===== config.mk =====
export PLATFORM = sky130hd
export DESIGN_NAME = product_divider_flat
export DESIGN_NICKNAME = d
export VERILOG_FILES = /design/src/rtl/product_divider_if.sv /design/src/rtl/product_divider.sv /design/src/flat_wrapper.sv
export SDC_FILE = /design/constraint.sdc
export NUM_CORES = 1
export LEC_CHECK = 0
export CAP_MARGIN = 20
export CORE_MARGIN = 5
export CORE_UTILIZATION = 35
export CTS_CLUSTER_DIAMETER = 30
export DETAILED_ROUTE_END_ITERATION = 8
export GPL_TIMING_DRIVEN = 0
export PLACE_DENSITY_LB_ADDON = 0.05
export SETUP_SLACK_MARGIN = 0.4
export SLEW_MARGIN = 5
export SYNTH_ARGS = -nofsm -noshare
export SYNTH_HDL_FRONTEND = slang
export SYNTH_SLANG_ARGS = --single-unit
export TNS_END_PERCENT = 30

===== constraint.sdc =====
create_clock -name clk -period 2.78 [get_ports clk]
set_input_delay 0.556 -clock clk [delete_from_list [all_inputs] [get_ports clk]]
set_output_delay 0.556 -clock clk [all_outputs]
set_load 0.02 [all_outputs]

===== src/rtl/product_divider_if.sv =====
// Operand/result handshake bundle for product_divider.
// master = operand producer and result consumer; slave = the divider.
interface product_divider_if;
    logic        in_valid;
    logic        in_ready;
    logic [15:0] dividend;
    logic [7:0]  divisor;
    logic        out_valid;
    logic        out_ready;
    logic [7:0]  quotient;
    logic [7:0]  remainder;
    logic        dz;
    logic        ovf;

    modport master (
        output in_valid, dividend, divisor, out_ready,
        input  in_ready, out_valid, quotient, remainder, dz, ovf
    );

    modport slave (
        input  in_valid, dividend, divisor, out_ready,
        output in_ready, out_valid, quotient, remainder, dz, ovf
    );
endinterface


===== src/rtl/product_divider.sv =====
// Purpose: 16/8 unsigned restoring divider (8-bit quotient/remainder, dz/ovf flags); PRODUCT_DIVIDER_ROUND_EN enables round-half-up.
// Latency: 10 edges accept-to-out_valid (accept edge counted) for normal operands, 2 for dz/ovf; one operation in flight.
// Backpressure: in_ready only in IDLE; result held in DONE until out_ready.
module product_divider (
    input  logic               clk,
    input  logic               rst_n,
    product_divider_if.slave   bus
);
    typedef enum logic [1:0] {IDLE, CHECK, RUN, DONE} state_t;

    state_t      state, state_nxt;
    logic [15:0] dvd_q;
    logic [7:0]  dvs_q;
    logic [7:0]  prem_q;
    logic [2:0]  cnt_q;
    logic [7:0]  quotient_q, remainder_q;
    logic        dz_q, ovf_q;
    logic        in_ready_c, out_valid_c;

    // One restoring step: low byte of dvd_q shifts dividend bits out and quotient bits in.
    logic [8:0] trial;
    logic       fits;
    logic [7:0] diff, prem_step, q_step;

    assign trial     = {prem_q, dvd_q[7]};
    assign fits      = trial >= {1'b0, dvs_q};
    assign diff      = trial[7:0] - dvs_q;
    assign prem_step = fits ? diff : trial[7:0];
    assign q_step    = {dvd_q[6:0], fits};

    logic last_step, is_dz, is_ovf;
    assign last_step = (cnt_q == 3'd7);
    assign is_dz     = (dvs_q == 8'd0);
    assign is_ovf    = (dvd_q[15:8] >= dvs_q);

`ifdef PRODUCT_DIVIDER_ROUND_EN
    logic round_up, q_sat;
    assign round_up = {prem_step, 1'b0} >= {1'b0, dvs_q};
    assign q_sat    = round_up && (q_step == 8'hFF);
`endif

    always_ff @(posedge clk or negedge rst_n) begin
        if (!rst_n) state <= IDLE;
        else        state <= state_nxt;
    end

    always_comb begin
        state_nxt   = state;
        in_ready_c  = 1'b0;
        out_valid_c = 1'b0;
        case (state)
            IDLE: begin
                in_ready_c = 1'b1;
                if (bus.in_valid) state_nxt = CHECK;
            end
            CHECK:   state_nxt = (is_dz || is_ovf) ? DONE : RUN;
            RUN:     if (last_step) state_nxt = DONE;
            DONE: begin
                out_valid_c = 1'b1;
                if (bus.out_ready) state_nxt = IDLE;
            end
            default: state_nxt = IDLE;
        endcase
    end

    always_ff @(posedge clk or negedge rst_n) begin
        if (!rst_n) begin
            dvd_q       <= '0;
            dvs_q       <= '0;
            prem_q      <= '0;
            cnt_q       <= '0;
            quotient_q  <= '0;
            remainder_q <= '0;
            dz_q        <= 1'b0;
            ovf_q       <= 1'b0;
        end else begin
            case (state)
                IDLE: if (bus.in_valid) begin
                    dvd_q <= bus.dividend;
                    dvs_q <= bus.divisor;
                end
                CHECK: begin
                    if (is_dz) begin
                        quotient_q  <= 8'hFF;
                        remainder_q <= dvd_q[7:0];
                        dz_q        <= 1'b1;
                        ovf_q       <= 1'b0;
                    end else if (is_ovf) begin
                        quotient_q  <= 8'hFF;
                        remainder_q <= 8'h00;
                        dz_q        <= 1'b0;
                        ovf_q       <= 1'b1;
                    end else begin
                        prem_q <= dvd_q[15:8];
                        cnt_q  <= 3'd0;
                    end
                end
                RUN: begin
                    prem_q     <= prem_step;
                    dvd_q[7:0] <= q_step;
                    cnt_q      <= cnt_q + 3'd1;
                    if (last_step) begin
                        remainder_q <= prem_step;
                        dz_q        <= 1'b0;
`ifdef PRODUCT_DIVIDER_ROUND_EN
                        quotient_q  <= q_sat ? 8'hFF : q_step + {7'd0, round_up};
                        ovf_q       <= q_sat;
`else
                        quotient_q  <= q_step;
                        ovf_q       <= 1'b0;
`endif
                    end
                end
                default: ;
            endcase
        end
    end

    assign bus.in_ready  = in_ready_c;
    assign bus.out_valid = out_valid_c;
    assign bus.quotient  = quotient_q;
    assign bus.remainder = remainder_q;
    assign bus.dz        = dz_q;
    assign bus.ovf       = ovf_q;
endmodule


===== src/flat_wrapper.sv =====
// flat-port wrapper written by rule: the top's interface ports become plain ports
module product_divider_flat 
  (clk, rst_n, bus_in_valid, bus_dividend, bus_divisor, bus_out_ready, bus_in_ready, bus_out_valid, bus_quotient, bus_remainder, bus_dz, bus_ovf);
  product_divider_if bus_i ();
  input  logic clk;
  input  logic rst_n;
  input wire logic [$bits(bus_i.in_valid)-1:0] bus_in_valid;
  input wire logic [$bits(bus_i.dividend)-1:0] bus_dividend;
  input wire logic [$bits(bus_i.divisor)-1:0] bus_divisor;
  input wire logic [$bits(bus_i.out_ready)-1:0] bus_out_ready;
  output wire logic [$bits(bus_i.in_ready)-1:0] bus_in_ready;
  output wire logic [$bits(bus_i.out_valid)-1:0] bus_out_valid;
  output wire logic [$bits(bus_i.quotient)-1:0] bus_quotient;
  output wire logic [$bits(bus_i.remainder)-1:0] bus_remainder;
  output wire logic [$bits(bus_i.dz)-1:0] bus_dz;
  output wire logic [$bits(bus_i.ovf)-1:0] bus_ovf;
  assign bus_i.in_valid = bus_in_valid;
  assign bus_i.dividend = bus_dividend;
  assign bus_i.divisor = bus_divisor;
  assign bus_i.out_ready = bus_out_ready;
  assign bus_in_ready = bus_i.in_ready;
  assign bus_out_valid = bus_i.out_valid;
  assign bus_quotient = bus_i.quotient;
  assign bus_remainder = bus_i.remainder;
  assign bus_dz = bus_i.dz;
  assign bus_ovf = bus_i.ovf;
  product_divider u_core (.clk(clk), .rst_n(rst_n), .bus(bus_i));
endmodule

==> results.py, run 1 <==
metrics = {
    "floorplan": {
        "pin_count": 48,
        "rows": 35,
        "initial_utilization_pct": 35.5,
        "core_area_um2": 9110,
        "die_height_um": 106,
        "dieArea_um2": 11300,
        "die_w_um": 106,
    },
    "placed_design": {
        "hpwl_mm": 6.35,
        "dp_slack_ns": 0.383,
        "port-buffer-count": 47,
        "gp_congestion": 0.801,
    },
    "cts": {
        "hold_buffers": 0,
        "htree_num_levels": 2,
        "cts-root-buf": "clkbuf_8",
        "cts.clk_slew.worst_paths_ns": 0.11,
        "cts_buffers": 5,
        "tritoncts": "yes",
        "clock-sinks": 55,
        "clock_path_buffers": 2,
        "clk_latency_ns": 0.32,
    },
    "detailed_routing": {
        "wl_per_cell_um": 17.0,
        "routed_wl_mm": 8.40,
        "vias_per_cell": 5.20,
        "final_antenna_net_count": 0,
        "first_pass_iters": 4,
        "vias": 2566,
        "drc_errors": 0,
        "dr.first_iter.drc_count": 86,
    },
    "timing": {
        "worst_clock_skew_ns": 0.0132,
        "slew_viol_final": 0,
        "finalSetupViolCount": 0,
        "hold_ws_ns": 0.287,
        "grt_setup_unrepaired": "yes",
        "worst_slew_margin_rel_pct": 52.1,
        "fin_crit_ns": 2.28,
        "period_share_pct": 81.9,
        "maxClockFrequency_ghz": 0.439,
        "setup_slack_ns": 0.504,
        "hold_viol": 0,
        "max_slew.worst_pin.slew_ns": 0.719,
        "tns_ns": 0,
    },
    "synth": {
        "synth_seq_cells": 55,
        "ys_types": 50,
        "synth_ff_type": "dfrtp_1",
        "avgSynthCellArea_um2": 9.95,
        "async_flop_share_pct": 100,
        "ys.warnings.count": 0,
        "mappedNetlistArea_um2": 3230,
        "synth_edf_count": 0,
        "synth.net_count": 376,
        "syn_inst": 325,
        "ys_seq_area_share_pct": 42.6,
    },
    "flow_run": {
        "drv_cap": 0,
    },
    "worst_setup_path": {
        "cp_slowest_cell": "dfrtp_1",
        "path_class": "register to register",
        "r2r_end": "u_core.prem_q[6]",
        "path_cells": "ha_1 -> fa_1 -> nand2b_1 -> a21oi_2 -> o21a_1 -> nor3_1 -> o31a_1 -> o31ai_2",
        "timing.rr.start": "u_core.dvs_q[0]",
        "start_kind": "register",
        "cpPeakStageDelay_ns": 0.45,
        "critPathMaxFanout": 4,
        "ff2ff_path_depth": 8,
        "critPathRequiredTime_ns": 3.01,
        "crit_path_end_kind": "register",
        "reg2reg_slack_ns": 0.50,
        "arrival_ns": 2.51,
    },
    "layout": {
        "areaGrowthSynthToFinish_pct": 23.3,
        "final_cell_mix": "dfrtp_1, clkdlybuf4s50_1, nor2_1",
        "final_common_cell": "dfrtp_1",
        "drive_gt1_share_pct": 16.8,
        "n_fill_cell": 894,
        "antennaDiodeCount": 0,
        "nets": 432,
    },
    "grt": {
        "grt_first_pass_wirelength_mm": 14.0,
        "grt_pass1_vias": 2646,
        "grtUsageTotal_pct": 15.6,
        "grt_overflow_total": 0,
        "grt_start_max_net_pins": 56,
        "grt_antenna_before_repair": 0,
    },
    "status": {
        "status": "finished, final reports clean",
    },
    "hold_path": {
        "hold_path_class": "primary input to asynchronous set/reset pin",
    },
}
## area by class of cell
type | count | area (µm²) | share of cell area (%)
Buffer | 14 | 85.1 | 2.14
Clock buffer | 6 | 72.6 | 1.82
Clock inverter | 2 | 17.5 | 0.440
Inverter | 18 | 67.6 | 1.70
Multi-Input combinational cell | 238 | 1740 | 43.7
Sequential cell | 55 | 1380 | 34.6
Tap cell | 111 | 139 | 3.49
Timing Repair Buffer | 49 | 483 | 12.1
## worst max-delay path, delay by kind of cell, from the launching register on
kind	cells	cell delay, ns
DFF	1	0.45
AOI/OAI and AO/OA	4	0.78
and+or+nand+nor	2	0.27
adders and majority gates	2	0.69
## registers in the layout, indices dropped and copies added, names as in the netlist
name,flops
u_core.cnt_q,3
u_core.bus.remainder,8
u_core.dvd_q,16
u_core.prem_q,8
u_core.bus.ovf,1
u_core.dvs_q,8
u_core.bus.dz,1
u_core.state,2
u_core.bus.quotient,8
## logic make-up after synthesis
kind of cell	after synthesis	synth area share (%)
simple gates	89	12.7
flops	55	42.6
compound gates	94	20.4
fa+ha+maj	23	9.13
mux	28	9.44
buf+inv	32	4.72
xor+xnor	4	1.08
## how the worst max path moves through the flow
stage                    start  depth (start not counted)                 endpoint
2_1_floorplan  u_core.dvs_q[1]                          8  u_core.bus.remainder[7]
3_3_place_gp             rst_n                          1  u_core.bus.remainder[2]
3_5_place_dp   u_core.dvs_q[1]                          8  u_core.bus.remainder[7]
4_1_cts        u_core.dvs_q[1]                          8  u_core.bus.remainder[7]
5_1_grt        u_core.dvd_q[7]                          9  u_core.bus.remainder[4]
6_report       u_core.dvs_q[0]                          8         u_core.prem_q[6]
## repair_timing
item,CTS,global route
setup buffers,0,2
gates cloned,0,0
hold endpoints to repair,0,0
setup endpoints to repair,4,10
gates resized for setup,0,10
## layer usage
layer | GRT usage, % | routed length (µm)
met4 | 4.16 | 99
met1 | 22.6 | 4110
met2 | 23.7 | 3870
met5 | 0 | 0
met3 | 3.10 | 321
## Yosys cell counts, types with 2 or more instances
library cell  count  area share, %
inv_1            18            2.1
dfrtp_1          55             43
o31ai_1           2           0.46
a21oi_1          28            4.3
a22oi_1           4           0.93
o21ai_2           2           0.54
o22ai_1          16            3.1
clkbuf_1          3           0.35
nor4_2            2           0.77
o211ai_2          2           0.77
nand2_1          24            2.8
mux2i_1           8            2.5
o21ai_0          11            1.7
ha_1             22            8.5
xnor2_1           2           0.54
a21oi_4           2            1.0
xor2_1            2           0.54
o21a_1            5            1.2
a31oi_1           3           0.58
buf_2             5           0.77
nor2b_1           5           0.97
o211ai_1          4           0.93
mux2_2           20            7.0
nand2b_1          7            1.4
nand3_1           3           0.46
a21o_1            2           0.46
nor2_1           42            4.9
buf_6             3            1.0
buf_1             2           0.23
## per-stage QoR
step                      utilization (%)  instances  area [µm²]
final                                43.8        493        3990
after global routing                 43.8        493        3990
after CTS                            43.1        491        3930
after detailed placement             42.2        483        3840
after global placement               42.2        483        3840
after floorplan                         -        325        3230
Power of run 1 is left out: the tool's default activity adds up to more than one toggle a clock period on the data nets, which glitch-free logic cannot reach.
==> run 2, diff against run 1 <==
==> constraint.sdc (replaced) <==
create_clock -name clk -period 2.3 [get_ports clk]
set_input_delay 0.46 -clock clk [delete_from_list [all_inputs] [get_ports clk]]
set_output_delay 0.46 -clock clk [all_outputs]
set_load 0.02 [all_outputs]
==> results.py, run 2 (same netlist as run 1, synthesis figures left out) <==
metrics = {
    "timing": {
        "slew_viol_final": 0,
        "hold_viol": 0,
        "finalSetupViolCount": 0,
        "maxClockFrequency_ghz": 0.474,
        "worst_slew_margin_rel_pct": 56.9,
        "fin_crit_ns": 2.11,
        "grt_setup_unrepaired": "yes",
        "period_share_pct": 91.8,
        "worst_clock_skew_ns": 0.0132,
        "max_slew.worst_pin.slew_ns": 0.646,
        "tns_ns": 0,
    },
    "floorplan": {
        "initial_utilization_pct": 35.5,
        "die_height_um": 106,
        "pin_count": 48,
        "rows": 35,
        "core_area_um2": 9110,
        "die_w_um": 106,
        "dieArea_um2": 11300,
    },
    "layout": {
        "antennaDiodeCount": 0,
        "final_area_um2": 4710,
        "fin_cells": 525,
        "drive_gt1_share_pct": 37.0,
        "registers.top_by_ff_count": "u_core.dvd_q",
        "final_common_cell": "dfrtp_1",
        "areaGrowthSynthToFinish_pct": 45.7,
        "final_cell_mix": "dfrtp_1, clkdlybuf4s50_1, nor2_1",
        "nets": 464,
        "largest_register_ffs": 16,
    },
    "detailed_routing": {
        "final_antenna_net_count": 0,
        "wl_per_cell_um": 17.0,
        "dr.first_iter.drc_count": 86,
        "routed_wl_mm": 8.93,
        "first_pass_iters": 4,
        "vias": 2722,
        "vias_per_cell": 5.18,
        "drc_errors": 0,
    },
    "hold_path": {
        "hold_path_class": "primary input to asynchronous set/reset pin",
    },
    "worst_setup_path": {
        "crit_path_end_kind": "register",
        "arrival_ns": 2.31,
        "ff2ff_path_depth": 7,
        "start_kind": "register",
        "critPathMaxFanout": 3,
        "path_class": "register to register",
        "critPathRequiredTime_ns": 2.50,
    },
    "flow_run": {
        "drv_cap": 0,
    },
    "placed_design": {
        "hpwl_mm": 6.45,
        "post_dp_cell_area_um2": 3940,
        "dp.cells": 484,
        "port-buffer-count": 47,
        "gp_congestion": 0.797,
    },
    "cts": {
        "htree_num_levels": 2,
        "cts.clk_slew.worst_paths_ns": 0.12,
        "tritoncts": "yes",
        "cts-root-buf": "clkbuf_8",
        "cts_buffers": 5,
        "clock-sinks": 55,
        "clk_latency_ns": 0.32,
        "clock_path_buffers": 2,
    },
    "grt": {
        "grt_overflow_total": 0,
        "grt_start_max_net_pins": 31,
        "grt_first_pass_wirelength_mm": 14.5,
        "grtUsageTotal_pct": 16.3,
        "grt_pass1_vias": 2749,
        "grt_antenna_before_repair": 0,
    },
    "status": {
        "status": "finished, final reports clean",
    },
}
run 2: changes by cell type in the layout (fill, tap and decap cells not counted), moves of 5 or more:
cell     delta
a21oi_1     -6
ha_1       -11
nor2_4      +5
nor2_1      -9
nand2_4     +5
ha_4       +11
inv_2       +7
inv_1       -7
nand2_1     -5
buf_4      +23
run 2: what timing repair did:
action | in CTS | in global routing
endpoints found under the setup margin | 50 | 51
hold buffers | 0 | 0
pin swaps | 17 | 15
setup buffers | 26 | 6
cloned | 0 | 1
resized for setup | 52 | 46
run 2: area by class of cell:
cell class              instances  area (µm²)
fillers                       844        4400
multi-input cells             238        2110
flip-flops and latches         55        1380
repair buffers                 81         777
well taps                     111         139
plain buffers                  14         124
clock buffers                   6        72.6
inverters                      18        67.6
clock inverters                 2        38.8
run 2: metrics by stage:
| stage | utilization, % | hold WS, ns | setup WS (ns) |
|---|---|---|---|
| 5_1_grt | 51.7 | 0.197 | 0.114 |
| 3_5_place_dp | 43.2 | 0.483 | 0.00891 |
| 4_1_cts | 49.1 | 0.171 | 0.214 |
| 6_report | 51.7 | 0.161 | 0.189 |
| 2_1_floorplan | - | 0.164 | 0.333 |
| 3_3_place_gp | 43.1 | 0.473 | -1.12 |
run 2: worst paths after layout:
kind	startpoint	to	slack [ns]
max in group asynchronous	rst_n	u_core.dvd_q[5]	1.55
hold reg to reg	u_core.cnt_q[1]	u_core.cnt_q[1]	0.50
setup / recovery	u_core.prem_q[0]	u_core.bus.remainder[7]	0.19
setup reg to reg	u_core.prem_q[0]	u_core.bus.remainder[7]	0.19
min in group clk	u_core.cnt_q[1]	u_core.cnt_q[1]	0.50
hold / removal	rst_n	u_core.cnt_q[2]	0.16
run 2: metal layers:
metal	track usage [%]	wire (µm)
met4	3.05	81
met1	25.0	4550
met5	0	0
met2	24.0	4050
met3	2.67	244
run 2: worst max-delay path: stages (launching register included):
cell and delay (ns):
dfrtp_1 0.44, ha_4 0.29, nor2b_4 0.13, o21ai_2 0.06, o211ai_1 0.30, mux2_4 0.35, o311ai_4 0.32, a31oi_1 0.12
Power of run 2 is left out for the same reason.
==> run 3, diff against run 2 <==
--- a/config.mk
+++ b/config.mk
@@ -12,7 +12,7 @@
 export DETAILED_ROUTE_END_ITERATION = 8
 export GPL_TIMING_DRIVEN = 0
 export PLACE_DENSITY_LB_ADDON = 0.05
-export SETUP_SLACK_MARGIN = 0.4
+export SETUP_SLACK_MARGIN = 0.3
 export SLEW_MARGIN = 5
 export SYNTH_ARGS = -nofsm -noshare
 export SYNTH_HDL_FRONTEND = slang
==> results.py, run 3 (same netlist as run 1, synthesis figures left out) <==
metrics = {
    "cts": {
        "cts_buffers": 5,
        "cts-root-buf": "clkbuf_8",
        "clock_path_buffers": 2,
        "clk_latency_ns": 0.32,
        "htree_num_levels": 2,
        "tritoncts": "yes",
        "clock-sinks": 55,
        "hold_buffers": 0,
        "cts.clk_slew.worst_paths_ns": 0.11,
    },
    "timing": {
        "slew_viol_final": 0,
        "period_share_pct": 91.4,
        "worst_clock_skew_ns": 0.00961,
        "maxClockFrequency_ghz": 0.476,
        "fin_crit_ns": 2.10,
        "grt_setup_unrepaired": "yes",
        "worst_slew_margin_rel_pct": 51.4,
        "finalSetupViolCount": 0,
        "hold_viol": 0,
        "max_slew.worst_pin.slew_ns": 0.728,
    },
    "layout": {
        "nets": 458,
        "largest_register_ffs": 16,
        "antennaDiodeCount": 0,
        "areaGrowthSynthToFinish_pct": 39.3,
        "registers.top_by_ff_count": "u_core.dvd_q",
        "final_cell_mix": "dfrtp_1, clkdlybuf4s50_1, nor2_1",
        "final_common_cell": "dfrtp_1",
        "drive_gt1_share_pct": 31.4,
        "final_util_pct": 49.4,
    },
    "grt": {
        "grtUsageTotal_pct": 16.3,
        "grt_overflow_total": 0,
        "grt_antenna_before_repair": 0,
        "grt_pass1_vias": 2755,
        "grt_start_max_net_pins": 56,
        "grt_first_pass_wirelength_mm": 14.7,
    },
    "floorplan": {
        "die_height_um": 106,
        "dieArea_um2": 11300,
        "core_area_um2": 9110,
        "die_w_um": 106,
        "initial_utilization_pct": 35.5,
        "pin_count": 48,
        "rows": 35,
    },
    "flow_run": {
        "drv_cap": 0,
    },
    "worst_setup_path": {
        "crit_path_end_kind": "register",
        "path_class": "register to register",
        "arrival_ns": 2.31,
        "critPathRequiredTime_ns": 2.50,
        "critPathMaxFanout": 3,
        "start_kind": "register",
    },
    "detailed_routing": {
        "drc_errors": 0,
        "dr.first_iter.drc_count": 108,
        "final_antenna_net_count": 0,
        "vias": 2699,
        "vias_per_cell": 5.20,
        "wl_per_cell_um": 17.3,
        "routed_wl_mm": 8.97,
        "first_pass_iters": 4,
    },
    "placed_design": {
        "port-buffer-count": 47,
        "gp_congestion": 0.841,
        "hpwl_mm": 6.29,
    },
    "status": {
        "status": "finished, final reports clean",
    },
    "hold_path": {
        "hold_path_class": "primary input to asynchronous set/reset pin",
    },
}
## run 3: routing by layer
layer,wire length [µm],GRT usage (%)
met5,0,0
met4,78,4.16
met3,296,2.19
met2,4180,25.7
met1,4420,23.6
## run 3: through the flow
stage               std cells  hold slack (ns)  setup slack [ns]  setup TNS (ns)  cell area (µm²)
finish                    519            0.192             0.198               0             4500
global route              519            0.261            0.0854               0             4500
CTS                       514            0.224             0.170               0             4420
detailed placement        483            0.483           -0.0490          -0.113             3860
global placement          483            0.472             -1.13          -62.22             3870
floorplan                 325            0.164             0.290               0             3260
## run 3: layout make-up
cell class                      instances  area, µm²
Buffer                                 14        106
Clock buffer                            6       72.6
Clock inverter                          2       16.3
Fill cell                             895       4610
Inverter                               18       67.6
Multi-Input combinational cell        238       2000
Sequential cell                        55       1380
Tap cell                              111        139
Timing Repair Buffer                   75        719
## run 3: timing repair
action / in CTS / in global routing
gates cloned: 2 / 0
hold endpoints to repair: 0 / 0
pin swaps: 18 / 14
resized for setup: 53 / 13
endpoints found under the setup margin: 40 / 49
buffers inserted: 21 / 5
## run 3: path summary, 6_finish.rpt
path	from	end	slack, ns	cells past startpoint
hold / removal	rst_n	u_core.dvs_q[2]	0.19	1
setup reg to reg	u_core.prem_q[0]	u_core.bus.remainder[7]	0.20	7
max in group asynchronous	rst_n	u_core.dvd_q[15]	1.57	1
hold reg to reg	u_core.cnt_q[1]	u_core.cnt_q[1]	0.51	2
min in group clk	u_core.cnt_q[1]	u_core.cnt_q[1]	0.51	2
setup / recovery	u_core.prem_q[0]	u_core.bus.remainder[7]	0.20	7
## run 3: critical path, stage by stage, from the launching register on
cell,delay [ns]
dfrtp_1,0.43
ha_1,0.30
nor2b_1,0.12
o21ai_1,0.08
o211ai_1,0.29
mux2_4,0.35
o311ai_4,0.31
a31oi_1,0.12
Power of run 3 is left out for the same reason.
